$ cat src/rtl/uart_pkg.sv
// Shared constants for the time-stamp ASCII encoder: FSM states, ASCII codes
// and frame lengths.
package uart_pkg;

    typedef enum logic [1:0] {
        IDLE,
        LOAD,
        SEND,
        WAIT
    } enc_state_t;

    localparam logic [7:0] ASCII_ZERO = 8'h30;
    localparam logic [7:0] ASCII_LF   = 8'h0A;
    localparam logic [7:0] ASCII_CR   = 8'h0D;

    localparam int FRAME_LEN_CRLF = 13;
    localparam int FRAME_LEN_LF   = 12;
    localparam int IDX_W          = 4;

endpackage

$ cat src/rtl/bcd_splitter.sv
// Splits a 7-bit value into decimal tens/ones digits, saturating at 99.
module bcd_splitter (
    input  logic [6:0] value,
    output logic [3:0] tens,
    output logic [3:0] ones
);

    logic [6:0] sat;

    always_comb begin
        sat  = (value > 7'd99) ? 7'd99 : value;
        tens = 4'd0;
        for (int k = 1; k < 10; k++) begin
            if (sat >= 7'(10 * k)) tens = 4'(k);
        end
        // ones < 10, so the low nibble alone is exact in mod-16 arithmetic
        ones = sat[3:0] - 4'(tens * 4'd10);
    end

endmodule

$ cat src/rtl/ascii_encoder.sv
// Sends a "HH:MM:SS:CC" time stamp plus line ending to a byte-wide UART,
// one byte per tx_start/tx_done handshake.
module ascii_encoder
    import uart_pkg::*;
#(
    parameter logic [7:0] SEP_CHAR = 8'h3A,
    parameter bit         EOL_CRLF = 1'b1
) (
    input  logic       clk,
    input  logic       rst,
    input  logic       send_req,
    input  logic [4:0] hour,
    input  logic [5:0] min,
    input  logic [5:0] sec,
    input  logic [6:0] csec,
    input  logic       tx_busy,
    input  logic       tx_done,
    output logic [7:0] tx_data,
    output logic       tx_start,
    output logic       busy
);

    localparam logic [IDX_W-1:0] LAST_IDX =
        IDX_W'(EOL_CRLF ? FRAME_LEN_CRLF - 1 : FRAME_LEN_LF - 1);

    enc_state_t        state, state_nxt;
    logic [3:0][6:0]   snap;
    logic [3:0][3:0]   tens, ones;
    logic [IDX_W-1:0]  idx;
    logic [7:0]        cur_byte;

    for (genvar g = 0; g < 4; g++) begin : g_split
        bcd_splitter u_split (
            .value (snap[g]),
            .tens  (tens[g]),
            .ones  (ones[g])
        );
    end

    // field f occupies indices 3f (tens), 3f+1 (ones), 3f+2 (separator)
    always_comb begin
        cur_byte = ASCII_LF;
        case (idx)
            4'd0:  cur_byte = ASCII_ZERO + {4'd0, tens[0]};
            4'd1:  cur_byte = ASCII_ZERO + {4'd0, ones[0]};
            4'd3:  cur_byte = ASCII_ZERO + {4'd0, tens[1]};
            4'd4:  cur_byte = ASCII_ZERO + {4'd0, ones[1]};
            4'd6:  cur_byte = ASCII_ZERO + {4'd0, tens[2]};
            4'd7:  cur_byte = ASCII_ZERO + {4'd0, ones[2]};
            4'd9:  cur_byte = ASCII_ZERO + {4'd0, tens[3]};
            4'd10: cur_byte = ASCII_ZERO + {4'd0, ones[3]};
            4'd2, 4'd5, 4'd8: cur_byte = SEP_CHAR;
            4'd11: cur_byte = EOL_CRLF ? ASCII_CR : ASCII_LF;
            default: cur_byte = ASCII_LF;
        endcase
    end

    always_comb begin
        state_nxt = state;
        case (state)
            IDLE: if (send_req) state_nxt = LOAD;
            LOAD: state_nxt = SEND;
            SEND: if (!tx_busy) state_nxt = WAIT;
            WAIT: if (tx_done) state_nxt = (idx == LAST_IDX) ? IDLE : LOAD;
            default: state_nxt = IDLE;
        endcase
    end

    always_ff @(posedge clk or negedge rst) begin
        if (!rst) state <= IDLE;
        else      state <= state_nxt;
    end

    // tx_start is the registered SEND->WAIT handshake, so it is a single pulse
    always_ff @(posedge clk or negedge rst) begin
        if (!rst) begin
            snap     <= '0;
            idx      <= '0;
            tx_data  <= '0;
            tx_start <= 1'b0;
        end else begin
            tx_start <= (state == SEND) && !tx_busy;
            case (state)
                IDLE: if (send_req) begin
                    snap <= {csec, 1'b0, sec, 1'b0, min, 2'b0, hour};
                    idx  <= '0;
                end
                LOAD: tx_data <= cur_byte;
                WAIT: if (tx_done && idx != LAST_IDX) idx <= idx + 1'b1;
                default: ;
            endcase
        end
    end

    assign busy = (state != IDLE);

endmodule

$ cat config.mk
export PLATFORM = sky130hd
export DESIGN_NAME = ascii_encoder
export DESIGN_NICKNAME = d
export VERILOG_FILES = /design/src/rtl/uart_pkg.sv /design/src/rtl/bcd_splitter.sv /design/src/rtl/ascii_encoder.sv
export SDC_FILE = /design/constraint.sdc
export NUM_CORES = 1
export LEC_CHECK = 0
export CAP_MARGIN = 10
export CELL_PAD_IN_SITES_DETAIL_PLACEMENT = 1
export CELL_PAD_IN_SITES_GLOBAL_PLACEMENT = 1
export CORE_ASPECT_RATIO = 0.8
export CORE_UTILIZATION = 42
export CTS_CLUSTER_SIZE = 14
export DETAILED_ROUTE_END_ITERATION = 12
export PLACE_DENSITY = 0.8
export SLEW_MARGIN = 20
export SYNTH_ARGS = -nofsm -noshare
export SYNTH_HDL_FRONTEND = slang
export SYNTH_SLANG_ARGS = --single-unit
$ cat constraint.sdc
create_clock -name clk -period 3.3 [get_ports clk]
set_clock_uncertainty 0.15 [all_clocks]
set_input_delay 0.66 -clock clk [delete_from_list [all_inputs] [get_ports clk]]
set_output_delay 0.66 -clock clk [all_outputs]
set_load 0.02 [all_outputs]
Word level (Yosys, flattened, before mapping)
Cells that the tools add are included.
- register bits after elaboration: 39
- latch bits: 0
- memory bits (writable): 0
- bits in read-only memories: 0
- input bits: 29
- memories: 0
- $add $sub $neg: 13
- multiply operators: 4
- divide/modulo/power cells: 0
- magnitude comparators: 40
- equality and inequality tests: 20
- shift-type cells: 0
- multiplexer cells: 49
- bitwise gates (word level): 0
- reductions and logical operators: 11
- operators by type and width (kind ; count):
    greater-or-equal comparator 7 x 6 -> 1 bit, second input constant ; 12
    greater-or-equal comparator 7 bit, second input constant ; 12
    one-hot mux 7 bit (10 select lines) ; 1
    adder 6 x 4 -> 7 bit, first input constant ; 8
    greater-or-equal comparator 7 x 5 -> 1 bit, second input constant ; 8
    two-way mux 3 bit ; 16
    two-way mux 4 bit ; 10
    greater-or-equal comparator 7 x 4 -> 1 bit, second input constant ; 4
    two-way mux 7 bit ; 4
    two-way mux 2 bit ; 11
    == test 4 bit, second input constant ; 5
    == test 4 x 3 -> 1 bit, second input constant ; 4
    multiplier 4 x 3 -> 3 bit, second input constant ; 4
    subtractor 4 bit ; 4
    greater-than comparator 6 x 7 -> 1 bit, second input constant ; 2
    == test 4 x 2 -> 1 bit, second input constant ; 2
    inequality test 2 bit, second input constant ; 4
    one-hot mux 2 bit (4 select lines) ; 1
    one-hot mux 4 bit (2 select lines) ; 1
    greater-than comparator 5 x 7 -> 1 bit, second input constant ; 1
    greater-than comparator 7 bit, second input constant ; 1
    AND reduction 3 bit ; 2
    two-way mux 1 bit ; 5
    adder 4 x 1 -> 4 bit, second input constant ; 1
    other kinds (11) ; 14

Logic depth before layout (Yosys ltp)
Gate-level depths: netlist (run 1).
- word-level depth: 16
- mapped depth: 11
- mapped depth without buffers: 10

Hierarchy
Synthesis (run 1) repeated with hierarchy kept, for this count alone.
- cell total of the unflattened synthesis: 373
- area, all modules: 3318.2 um^2
- modules (own cells, without submodules) (module ; times used ; cells each ; area an instance (um^2) ; seq. area each (um^2)):
    ascii_encoder ; 1 ; 165 ; 1921.8 ; 900.9
    bcd_splitter ; 4 ; 52 ; 349.1 ; 0.0

Worst setup path after synthesis (run 1)
Ideal clock, no wire load.
- kind: reg2reg
- start: register snap[26] (netlist name)
- end: register tx_data[3]
- arrival: 2.529 ns
- data required time: 3.062 ns
- setup slack: 0.533 ns
- cell stages (with the launch flop): 12
- buffers on the path: 1
- path through: dfrtp_1 buf_4 nand3b_2 o22ai_2 a211oi_4 ha_1 inv_1 fa_1 nor3_1 nor3_1 or4b_1 a41oi_1
- longest elaborated chain between the ends: 16
- elaborated cells between the ends (all ways): 25
- RTL lines (what ; RTL line ; RTL):
    from (decl) ; ascii_encoder.sv:27 ; logic [3:0][6:0] snap;
    from (signal assigned) ; ascii_encoder.sv:85 ; snap <= {csec, 1'b0, sec, 1'b0, min, 2'b0, hour};
    greater-than comparator 7 bit ; bcd_splitter.sv:11 ; sat = (value > 7'd99) ? 7'd99 : value;
    two-way mux 7 bit * ; bcd_splitter.sv:11 ;
    greater-or-equal comparator 7 x 4 -> 1 bit ; bcd_splitter.sv:14 ; if (sat >= 7'(10 * k)) tens = 4'(k);
    two-way mux 1 bit ; bcd_splitter.sv:14 ;
    two-way mux 2 bit (2 in a row) ; bcd_splitter.sv:14 ;
    two-way mux 3 bit (4 in a row) ; bcd_splitter.sv:14 ;
    two-way mux 4 bit (2 in a row) ; bcd_splitter.sv:14 ;
    multiplier 4 x 3 -> 3 bit ; bcd_splitter.sv:17 ; ones = sat[3:0] - 4'(tens * 4'd10);
    subtractor 4 bit ; bcd_splitter.sv:17 ;
    adder 6 x 4 -> 7 bit ; ascii_encoder.sv:51 ; 4'd10: cur_byte = ASCII_ZERO + {4'd0, ones[3]};
    one-hot mux 7 bit (10 select lines) * ; ascii_encoder.sv:43 ; case (idx)
    to (signal assigned) ; ascii_encoder.sv:88 ; LOAD: tx_data <= cur_byte;
    to (decl) ; ascii_encoder.sv:18 ; output logic [7:0] tx_data,
Mark *: on every way between the ends. The rest lies on a longest branch, timed or not.
A chain may end at the register's enable or synchronous reset.

Final worst setup path (run 1)
- start: register snap[23] (netlist name)
- end: register tx_data[3]
Same word-level chain as after synthesis.

==> results of run 1 <==
-- cell usage after synthesis (3+ instances only) --
cell type / number / area, µm²
nor2b_1: 7 / 43.8
mux2_2: 25 / 282
a31oi_1: 4 / 25.0
a21oi_1: 11 / 55.1
nand2b_1: 12 / 75.1
nand2_1: 17 / 63.8
dfrtp_1: 36 / 901
nand3b_1: 4 / 30.0
buf_2: 5 / 25.0
fa_1: 4 / 80.1
nor2_1: 17 / 63.8
nand3_1: 12 / 60.1
o22ai_1: 3 / 18.8
xor2_1: 4 / 35.0
ha_1: 13 / 163
inv_1: 20 / 75.1
o21a_1: 6 / 45.0
a311oi_1: 3 / 26.3
o21ai_0: 11 / 55.1
buf_4: 4 / 30.0
clkbuf_1: 7 / 26.3
maj3_1: 3 / 30.0
o211ai_1: 4 / 30.0
nor3_1: 3 / 15.0
-- critical path: stages (launching register included) --
cell and delay, ns:
dfrtp_1 0.52, or2_1 0.20, o22ai_2 0.09, a211oi_4 0.30, ha_1 0.19, inv_1 0.04
fa_1 0.37, nor3_1 0.27, nor3_1 0.07, or4b_1 0.47, a41oi_1 0.23
-- through the flow --
step,instances,setup WS [ns],hold slack [ns],instance area (µm²),util
3_3_place_gp,377,0.353,0.341,3000,0.502
2_1_floorplan,276,0.533,0.214,2630,-
6_report,385,0.298,0.315,3090,0.517
4_1_cts,385,0.183,0.340,3090,0.517
3_5_place_dp,377,0.188,0.356,3000,0.502
5_1_grt,385,0.0195,0.380,3090,0.517
-- cell families after synthesis --
family                   synth area share
XOR/XNOR                           0.0229
buffers and inverters              0.0639
AND/OR/NAND/NOR                     0.158
AO/OA/AOI/OAI                       0.191
multiplexers                        0.115
adder cells (fa/ha/maj)             0.104
other                             0.00143
flip-flops                          0.344
-- power by group --
group / leakage [µW] / internal, µW / switching, µW
Clock: 0.0000455 / 170 / 165
Sequential: 0.000429 / 659 / 344
Combinational: 0.000793 / 922 / 955
-- final cells by class --
| class | count | area, µm² | share of cell area |
|---|---|---|---|
| repair buffers | 37 | 363 | 0.117 |
| clock buffers | 8 | 90.1 | 0.0291 |
| inverters | 20 | 75.1 | 0.0243 |
| well taps | 81 | 101 | 0.0328 |
| flip-flops and latches | 36 | 905 | 0.293 |
| multi-input cells | 203 | 1560 | 0.504 |
-- layer usage --
metal	global-route usage	share of wire	up-vias
li1	-	-	1022
met1	0.281	0.51	1040
met2	0.331	0.44	42
met3	0.0406	0.035	8
met4	0.0699	0.013	0
met5	0	0	-
-- flip-flops by register name, summed over array words and instances, names as in the netlist --
signal	count
idx	4
snap	24
state	2
tx_data	5
tx_start	1
-- final timing paths --
path / end / slack, ns / depth (start not counted)
worst max-delay path: tx_data[3]$_DFFE_PN0N_ / 0.30 / 10
worst min-delay path: snap[22]$_DFFE_PN0P_ / 0.32 / 1
worst min register to register: snap[14]$_DFFE_PN0P_ / 0.37 / 1
worst max register to register: tx_data[3]$_DFFE_PN0N_ / 0.30 / 10
min in group clk: snap[14]$_DFFE_PN0P_ / 0.37 / 1
max in group asynchronous: snap[25]$_DFFE_PN0P_ / 2.11 / 1
-- timing repair --
item	CTS	global route
endpoints found under the setup margin	0	1
buffers inserted	0	0
resized for setup	0	3
==> summary.md, run 1 <==
| Metric | Value |
|---|---|
| IO Port Bufs | 36 |
| Vias in the first global route | 2169 |
| Startpoint types | flop |
| Setup TNS | 0 ns |
| Final hold vios | 0 |
| CTS buffer count | 5 |
| Clk slew on worst S/H paths | about 0.08 ns |
| Root buffer cell | clkbuf_8 |
| Starting density of the core | 0.439 |
| Htree depth | 2 |
| Die W | roughly 90 µm |
| Area of the core | ~0.0060 mm² |
| Cells after Synth | approximately 280 |
| Worst Path Required | 3.37 ns |
| GRT Util Overall | 0.206 |
| Area Growth Syn to Fin | 17.9% |
| Yosys warning count | 0 |
| PD cells | about 1000 mW/mm² |
| Die H | just over 70 µm |
| Largest net degree at the start of global routing | 37 |
| Final ANT Viol Nets | 0 |
| Commonest non-fill, non-tap cell in the layout | clkdlybuf4s50_1 |
| CP Data Arrival Time | roughly 3.1 ns |
| Leak Pwr | between 0.001 and 0.0015 µW |
| N_diodes | 0 |
| Drt first pass iters | 4 |
| Die area | between 0.006 and 0.007 mm² |
| Commonest cells after routing, fill and taps aside | clkdlybuf4s50_1 (35), dfrtp_1 (33), mux2_2 (25) |
| First-pass GRT wire length | 10600 µm |
| Top_reg_cell synth | dfrtp_1 |
| Fin crit period | about 3 ns |
| Asr flop ratio synth | 1.00 |
| Post-Route WL | between 6000 and 7000 µm |
| Slew @ Worst Pin | 0.842 ns |
| Worst Hold Class | primary input to asynchronous set/reset pin |
| Crit path kind | flop to flop |
| CTS tree | done |
| Worst-skew pair later-pin latency | roughly 0.3 ns |
| Crit Reg-Reg Startpoint | snap[23]$_DFFE_PN0P_ |
| FILL cells | 706 |
| Site row count | 25 |
| Post-synthesis sequential area ratio | 0.344 |
| Fin crit share | 0.910 |
| Peak Freq | between 300 and 400 MHz |
| DR vias/cell | ~5.5 |
| Gr ovfl total | 0 |
| Share of cells above drive strength 1 | 0.148 |
| Final Max Tran Viols | 0 |
| Post-DP HPWL | around 4600 µm |
| Nets | ~350 |
| Final Setup Violations | 0 |
| #FFs+latches synth | 36 |
| Worst setup startpoint | snap[23]$_DFFE_PN0P_ |
| Max-slew headroom | 0.439 |
| Status | complete, no violations |
| DRC viols | 0 |
| Clock tree sinks | 36 |
| Max VDD drop | just over 0.4 mV |
| Post-synthesis cell area | 0.00262 mm² |
| Clock buffer depth | 2 |
| Io pins | 39 |
| Post-synth cell types | a little under 60 |
| Initial antenna violation count | 0 |
| RSZ-0062 raised after global routing | false |
| Final GP Congestion | between 0.8 and 0.9 |
| Total of max-cap violations | 0 |
| Vias post-DR | ~2100 |
| Power, Total | 3220 µW |
| Nature of the critical path endpoint | flop |
| Post-synth EDFFs | 0 |
| Worst Path Max Fanout | 10 |
| Hold_buf cts | 0 |
| Mean Syn Cell Area | ~9.5 µm² |
| Initial DRC count | ~110 |
| Routed len/inst | between 15 and 20 µm |
(Power assumes the default switching activity.)
==> run 2, diff against run 1 <==
--- a/config.mk
+++ b/config.mk
@@ -9,10 +9,10 @@
 export CELL_PAD_IN_SITES_DETAIL_PLACEMENT = 1
 export CELL_PAD_IN_SITES_GLOBAL_PLACEMENT = 1
 export CORE_ASPECT_RATIO = 0.8
-export CORE_UTILIZATION = 42
+export CORE_UTILIZATION = 38
 export CTS_CLUSTER_SIZE = 14
 export DETAILED_ROUTE_END_ITERATION = 12
-export PLACE_DENSITY = 0.8
+export PLACE_DENSITY = 0.74
 export SLEW_MARGIN = 20
 export SYNTH_ARGS = -nofsm -noshare
 export SYNTH_HDL_FRONTEND = slang
==> summary.md, run 2 (synthesized netlist as in run 1, its figures left out) <==
| Metric | Value |
|---|---|
| Status | complete, no violations |
| Worst Hold Class | primary input to asynchronous set/reset pin |
| Worst reg2reg setup slack | 0.23 ns (-0.07 ns) |
| Worst Path Required | 3.36 ns (about the same) |
| Die H | 76.3 µm (+5.0%) |
| Util after Layout | 0.474 (-0.0431) |
| Most numerous cell on the critical path | nor3_1 |
| Initial DRC count | 110 (+3.8%) |
| Max-slew headroom | 0.459 (+0.0203) |
| Nature of the critical path endpoint | flop |
| Hold_buf cts | 0 (unchanged) |
| Post-DP HPWL | 4800 µm (+4.1%) |
| Post-Route WL | 6260 µm (+2.3%) |
| Biggest cell delay along the critical path | 0.59 ns (+0.07 ns) |
| Root buffer cell | clkbuf_8 |
| Drt first pass iters | 4 (unchanged) |
| Startpoint types | flop |
| Commonest cells after routing, fill and taps aside | dfrtp_1 (36), clkdlybuf4s50_1 (35), mux2_2 (25) |
| Nets | 350 (+0.29%) |
| Final hold vios | 0 (unchanged) |
| Largest Register | snap |
| Clock tree sinks | 36 (unchanged) |
| Placed Cells | 381 (+1.1%) |
| Starting density of the core | 0.401 (-0.0379) |
| Leak Pwr | 0.00128 µW (+1.1%) |
| RSZ-0062 raised after global routing | false |
| Share of cells above drive strength 1 | 0.148 (-0.000485) |
| Delay-heaviest family, CP | simple AND/OR/NAND/NOR gates |
| Fin crit period | 3.07 ns (+0.0722 ns) |
| Buf/Inv on CP | 1 (unchanged) |
| Top flop regs | snap: 24 flops, tx_data: 5 flops, idx: 4 flops |
| Vias in the first global route | 2166 (-0.14%) |
| Final GP Congestion | 0.845 (+2.7%) |
| Die W | 94.9 µm (+5.0%) |
| Commonest non-fill, non-tap cell in the layout | dfrtp_1 |
| Final ANT Viol Nets | 0 (unchanged) |
| DR vias/cell | 5.52 (+0.71%) |
| Crit path kind | flop to flop |
| Post-CTS resize count | 0 (unchanged) |
| PD cells | 1040 mW/mm² (about the same) |
| Site row count | 26 (+4.0%) |
| Worst Path Max Fanout | 12 (+2) |
| First-pass GRT wire length | 10700 µm (+0.45%) |
| Max VDD drop | 0.307 mV (-24%) |
| CP Cell Sequence | nand3b_2, o22ai_2, a211oi_4, ha_1, inv_1, fa_1, nor3_1, nor3_1, or4b_1, a41oi_1 |
| Largest net degree at the start of global routing | 37 (unchanged) |
| Initial antenna violation count | 0 (unchanged) |
| Die area | 0.00724 mm² (+10%) |
| N_diodes | 0 (unchanged) |
| Gr ovfl total | 0 (unchanged) |
| Final Setup Violations | 0 (unchanged) |
| Post-Layout Cell Count | 389 (+1.0%) |
| CTS tree | done |
| Peak Freq | 325 MHz (-2.3%) |
| Area of the core | 0.00654 mm² (+9.4%) |
| Clock buffer depth | 2 (unchanged) |
| Io pins | 39 (unchanged) |
| IO Port Bufs | 36 (unchanged) |
| Area Growth Syn to Fin | 18.3% |
| Slew @ Worst Pin | 0.811 ns (-0.0304 ns) |
| Htree depth | 2 (unchanged) |
| Worst-skew pair later-pin latency | 0.29 ns (about the same) |
| Slowest CP cell | dfrtp_1 |
| Setup TNS | 0 ns (unchanged) |
| Capture point of the worst reg-to-reg path | tx_data[3]$_DFFE_PN0N_ |
| Total of max-cap violations | 0 (unchanged) |
| GRT Util Overall | 0.186 (-0.0201) |
| CP Data Arrival Time | 3.14 ns (+0.07 ns) |
| Vias post-DR | 2149 (+1.8%) |
| Postcts setup bufs | 0 (unchanged) |
| Routed len/inst | 16.1 µm (+1.2%) |
| Crit Reg-Reg Startpoint | snap[24]$_DFFE_PN0P_ |
| R2r worst-path depth | 10 (unchanged) |
| Hold WS | 0.308 ns (-0.00670 ns) |
| DRC viols | 0 (unchanged) |
| Largest register FFs | 24 (unchanged) |
| Final Max Tran Viols | 0 (unchanged) |
| CTS buffer count | 5 (unchanged) |
| Fin crit share | 0.932 (+0.0219) |
| Clk slew on worst S/H paths | 0.08 ns (about the same) |
-- run 2: worst max path at each step --
stage	from	to	slack [ns]	depth (start not counted)
after CTS	snap[24]$_DFFE_PN0P_	tx_data[3]$_DFFE_PN0N_	0.23	10
after global placement	snap[24]$_DFFE_PN0P_	tx_data[3]$_DFFE_PN0N_	0.33	10
after detailed placement	snap[24]$_DFFE_PN0P_	tx_data[3]$_DFFE_PN0N_	0.23	10
final	snap[24]$_DFFE_PN0P_	tx_data[3]$_DFFE_PN0N_	0.23	10
after floorplan	snap[26]$_DFFE_PN0P_	tx_data[3]$_DFFE_PN0N_	0.53	11
after global routing	snap[24]$_DFFE_PN0P_	tx_data[3]$_DFFE_PN0N_	0.02	10
-- run 2: power by group --
part	total, µW	leakage [µW]	switching [µW]	internal (µW)
Sequential	986	0.000432	332	654
Combinational	1910	0.000798	976	934
Clock	333	0.0000510	166	167
Total	3230	0.00128	1470	1750
-- run 2: cell type report --
| type | count | area [µm²] |
|---|---|---|
| Clock buffer | 6 | 82.6 |
| Clock inverter | 2 | 10.0 |
| Fill cell | 743 | 3440 |
| Inverter | 20 | 75.1 |
| Multi-Input combinational cell | 203 | 1560 |
| Sequential cell | 36 | 901 |
| Tap cell | 84 | 105 |
| Timing Repair Buffer | 38 | 370 |
-- run 2: per-layer routing --
metal / global-route usage / wire (µm) / vias up
met4: 0.0227 / 31 / 0
met1: 0.279 / 3100 / 1080
li1: - / - / 1025
met3: 0.0399 / 197 / 5
met2: 0.281 / 2930 / 39
met5: 0 / 0 / -
-- run 2: per-stage QoR --
step | cell area, µm² | setup WS [ns] | total power, µW
2_1_floorplan | 2630 | 0.533 | 2380
3_3_place_gp | 3010 | 0.329 | 2820
3_5_place_dp | 3010 | 0.230 | 2890
4_1_cts | 3100 | 0.225 | 3250
5_1_grt | 3100 | 0.0201 | 3520
6_report | 3100 | 0.225 | 3230
==> run 3, diff against run 2 <==
--- a/config.mk
+++ b/config.mk
@@ -5,14 +5,16 @@
 export SDC_FILE = /design/constraint.sdc
 export NUM_CORES = 1
 export LEC_CHECK = 0
+export ABC_AREA = 1
 export CAP_MARGIN = 10
 export CELL_PAD_IN_SITES_DETAIL_PLACEMENT = 1
 export CELL_PAD_IN_SITES_GLOBAL_PLACEMENT = 1
 export CORE_ASPECT_RATIO = 0.8
+export CORE_MARGIN = 2
 export CORE_UTILIZATION = 38
 export CTS_CLUSTER_SIZE = 14
 export DETAILED_ROUTE_END_ITERATION = 12
-export PLACE_DENSITY = 0.74
+export PLACE_DENSITY = 0.79
 export SLEW_MARGIN = 20
 export SYNTH_ARGS = -nofsm -noshare
 export SYNTH_HDL_FRONTEND = slang
==> summary.md, run 3 <==
| Metric | Value |
|---|---|
| Status | complete, no violations |
| Initial antenna violation count | 0 (unchanged) |
| Worst Path Required | 3.36 ns (about the same) |
| Clock network power share | 0.109 (+0.006) |
| GRT Util Overall | 0.207 (+0.0206) |
| Post-CTS resize count | 0 (unchanged) |
| Largest register FFs | 24 (unchanged) |
| Slew @ Worst Pin | 0.840 ns (+0.0282 ns) |
| Asr flop ratio synth | 1.00 (unchanged) |
| Postcts setup bufs | 0 (unchanged) |
| Initial DRC count | 63 (-43%) |
| Post-synth top area share | 0.359 (+0.0154) |
| Starting density of the core | 0.394 (-0.00743) |
| Final ANT Viol Nets | 0 (unchanged) |
| Gate power share | 0.622 (+0.031) |
| Commonest non-fill, non-tap cell in the layout | nand2_1 |
| Post-Route WL | 6790 µm (+8.5%) |
| Worst Hold Class | primary input to asynchronous set/reset pin |
| First-pass GRT wire length | 11900 µm (+12%) |
| Area after DPL | 0.00296 mm² (-1.7%) |
| Sw frac | 0.502 (+0.0458) |
| Gr ovfl total | 0 (unchanged) |
| Top flop regs | snap: 24 flops, tx_data: 5 flops, idx: 4 flops |
| Final GP Congestion | 0.863 (+2.0%) |
| Leak Pwr | 0.00146 µW (+14%) |
| Nature of the critical path endpoint | flop |
| Largest net degree at the start of global routing | 42 (+14%) |
| Crit Reg-Reg Startpoint | snap[26]$_DFFE_PN0P_ |
| Area leader, netlist | dfrtp_1 |
| Die H | 76.7 µm (+0.50%) |
| Final hold vios | 0 (unchanged) |
| Crit path kind | flop to flop |
| Final Max Tran Viols | 0 (unchanged) |
| Util after Layout | 0.478 (+0.00386) |
| Fin crit period | 2.93 ns (-0.142 ns) |
| Peak Freq | 341 MHz (+4.8%) |
| Top cells by area, synth | dfrtp_1 (36%), nand2_1 (15%), o21ai_0 (9.2%) |
| Setup TNS | 0 ns (unchanged) |
| Reg power frac | 0.269 (-0.036) |
| Worst setup startpoint | snap[26]$_DFFE_PN0P_ |
| Routed len/inst | 14.2 µm (-12%) |
| NetSw | 1540 µW (+4.8%) |
| Vias in the first global route | 2562 (+18%) |
| Post-synthesis cell area | 0.00251 mm² (-4.3%) |
| Worst-skew pair later-pin latency | 0.29 ns (about the same) |
| Worst Path Max Fanout | 6 (-6) |
| Root buffer cell | clkbuf_8 |
| Io pins | 39 (unchanged) |
| N_diodes | 0 (unchanged) |
| Total of max-cap violations | 0 (unchanged) |
| Top_reg_cell synth | dfrtp_1 |
| Top cells by count, synth | nand2_1 (102), inv_1 (49), o21ai_0 (46) |
| Most frequent cell after synthesis | nand2_1 |
| Cells after Synth | 354 (+29%) |
| Die area | 0.00728 mm² (+0.49%) |
| Commonest cells after routing, fill and taps aside | nand2_1 (102), inv_1 (49), o21ai_0 (46) |
| Max-slew headroom | 0.440 (-0.0188) |
| CP Data Arrival Time | 3.00 ns (-0.14 ns) |
| IO Port Bufs | 36 (unchanged) |
| Startpoint types | flop |
| Share of cells above drive strength 1 | 0.0506 (-0.0969) |
| Yosys warning count | 0 (unchanged) |
| Post-DP HPWL | 5300 µm (+10%) |
| Hold_buf cts | 0 (unchanged) |
| Clock buffer depth | 2 (unchanged) |
| Final Setup Violations | 0 (unchanged) |
| Post-synth EDFFs | 0 (unchanged) |
| RSZ-0062 raised after global routing | false |
| Drt first pass iters | 4 (unchanged) |
| Final Instance Area | 0.00305 mm² (-1.7%) |
| Post-synth cell types | 28 (-52%) |
| Die W | 94.9 µm (about the same) |
| FILL cells | 843 (+13%) |
| CTS buffer count | 5 (unchanged) |
| #FFs+latches synth | 36 (unchanged) |
| DRC viols | 0 (unchanged) |
| Area of the core | 0.00638 mm² (-2.5%) |
| PD cells | 1010 mW/mm² (-3.2%) |
| Area Growth Syn to Fin | 21.5% |
| CTS tree | done |
| Int Pwr | 1530 µW (-13%) |
| Post-synthesis sequential area ratio | 0.359 (+0.0154) |
| Mean Syn Cell Area | 7.09 µm² (-26%) |
| Nets | 440 (+26%) |
| Site row count | 26 (unchanged) |
| Clock tree sinks | 36 (unchanged) |
| Vias post-DR | 2422 (+13%) |
| Fin crit share | 0.889 (-0.0429) |
| DR vias/cell | 5.06 (-8.5%) |
| Max VDD drop | 0.373 mV (+22%) |
| Largest Register | snap |
| Htree depth | 2 (unchanged) |
| Clk slew on worst S/H paths | 0.08 ns (about the same) |
-- run 3: cell types whose count changed after synthesis, moves of 5 or more --
cell / delta
o21a_1: -5
nand3_1: +5
nand2b_1: -12
inv_1: +29
buf_2: -5
nand2_1: +85
mux2_2: -25
nor3_1: +5
o21ai_0: +35
nor2b_1: -7
nor2_1: +13
-- run 3: critical path, cell delays in order, from the launching register on --
cell	delay (ns)
dfrtp_1	0.45
nand2_2	0.13
nand2_1	0.14
nor2_1	0.09
nor2_1	0.10
nand2_1	0.06
nand2_1	0.05
nand2_1	0.05
nand2_1	0.05
nand2_1	0.04
nand2_1	0.07
nand2_2	0.07
nand2_4	0.07
ha_1	0.14
inv_1	0.04
fa_1	0.38
xor2_1	0.20
xor2_1	0.21
inv_1	0.08
nand2_2	0.07
nand3_2	0.06
a21oi_2	0.14
-- run 3: area by class of cell --
type                       count  area, µm²  area share
multi-input combinational    263       1390       0.456
sequential                    36        901       0.295
timing repair buffer          39        378       0.124
inverter                      49        184      0.0603
tap                           84        105      0.0345
clock buffer                   8       90.1      0.0295
-- run 3: through the flow --
step / power [µW] / setup slack [ns] / hold slack, ns / cells
6_report: 3070 / 0.367 / 0.324 / 479
5_1_grt: 3420 / 0.109 / 0.391 / 479
4_1_cts: 3100 / 0.359 / 0.344 / 479
3_5_place_dp: 2740 / 0.382 / 0.325 / 471
3_3_place_gp: 2650 / 0.524 / 0.318 / 471
2_1_floorplan: 2160 / 0.734 / 0.214 / 355
-- run 3: layer usage --
layer / track usage / part of all wire
met5: 0 / 0
met3: 0.0324 / 0.027
met4: 0.0435 / 0.0071
met1: 0.282 / 0.49
met2: 0.345 / 0.47
-- run 3: power by group through the flow --
| stage | Sequential (µW) | Combinational, µW | Clock, µW |
|---|---|---|---|
| 3_5_place_dp | 835 | 1900 | 0 |
| 5_1_grt | 867 | 2190 | 364 |
| 2_1_floorplan | 826 | 1330 | 0 |
| 3_3_place_gp | 827 | 1830 | 0 |
| 6_report | 828 | 1910 | 335 |
| 4_1_cts | 829 | 1930 | 345 |
-- run 3: kinds of logic after synthesis --
group	Yosys count	share of synthesized area
buffers and inverters	56	0.0882
adder cells (fa/ha/maj)	17	0.0967
AO/OA/AOI/OAI	69	0.150
flip-flops	36	0.359
AND/OR/NAND/NOR	170	0.288
other	1	0.00149
XOR/XNOR	5	0.0174
-- run 3: final timing paths --
check	endpoint	slack, ns	depth (start not counted)
min reg2reg	snap[0]$_DFFE_PN0P_	0.34	2
min in group clk	snap[0]$_DFFE_PN0P_	0.34	2
max	tx_data[3]$_DFFE_PN0N_	0.37	21
max in group asynchronous	snap[8]$_DFFE_PN0P_	2.15	1
min	tx_start$_DFF_PN0_	0.32	1
max reg2reg	tx_data[3]$_DFFE_PN0N_	0.37	21
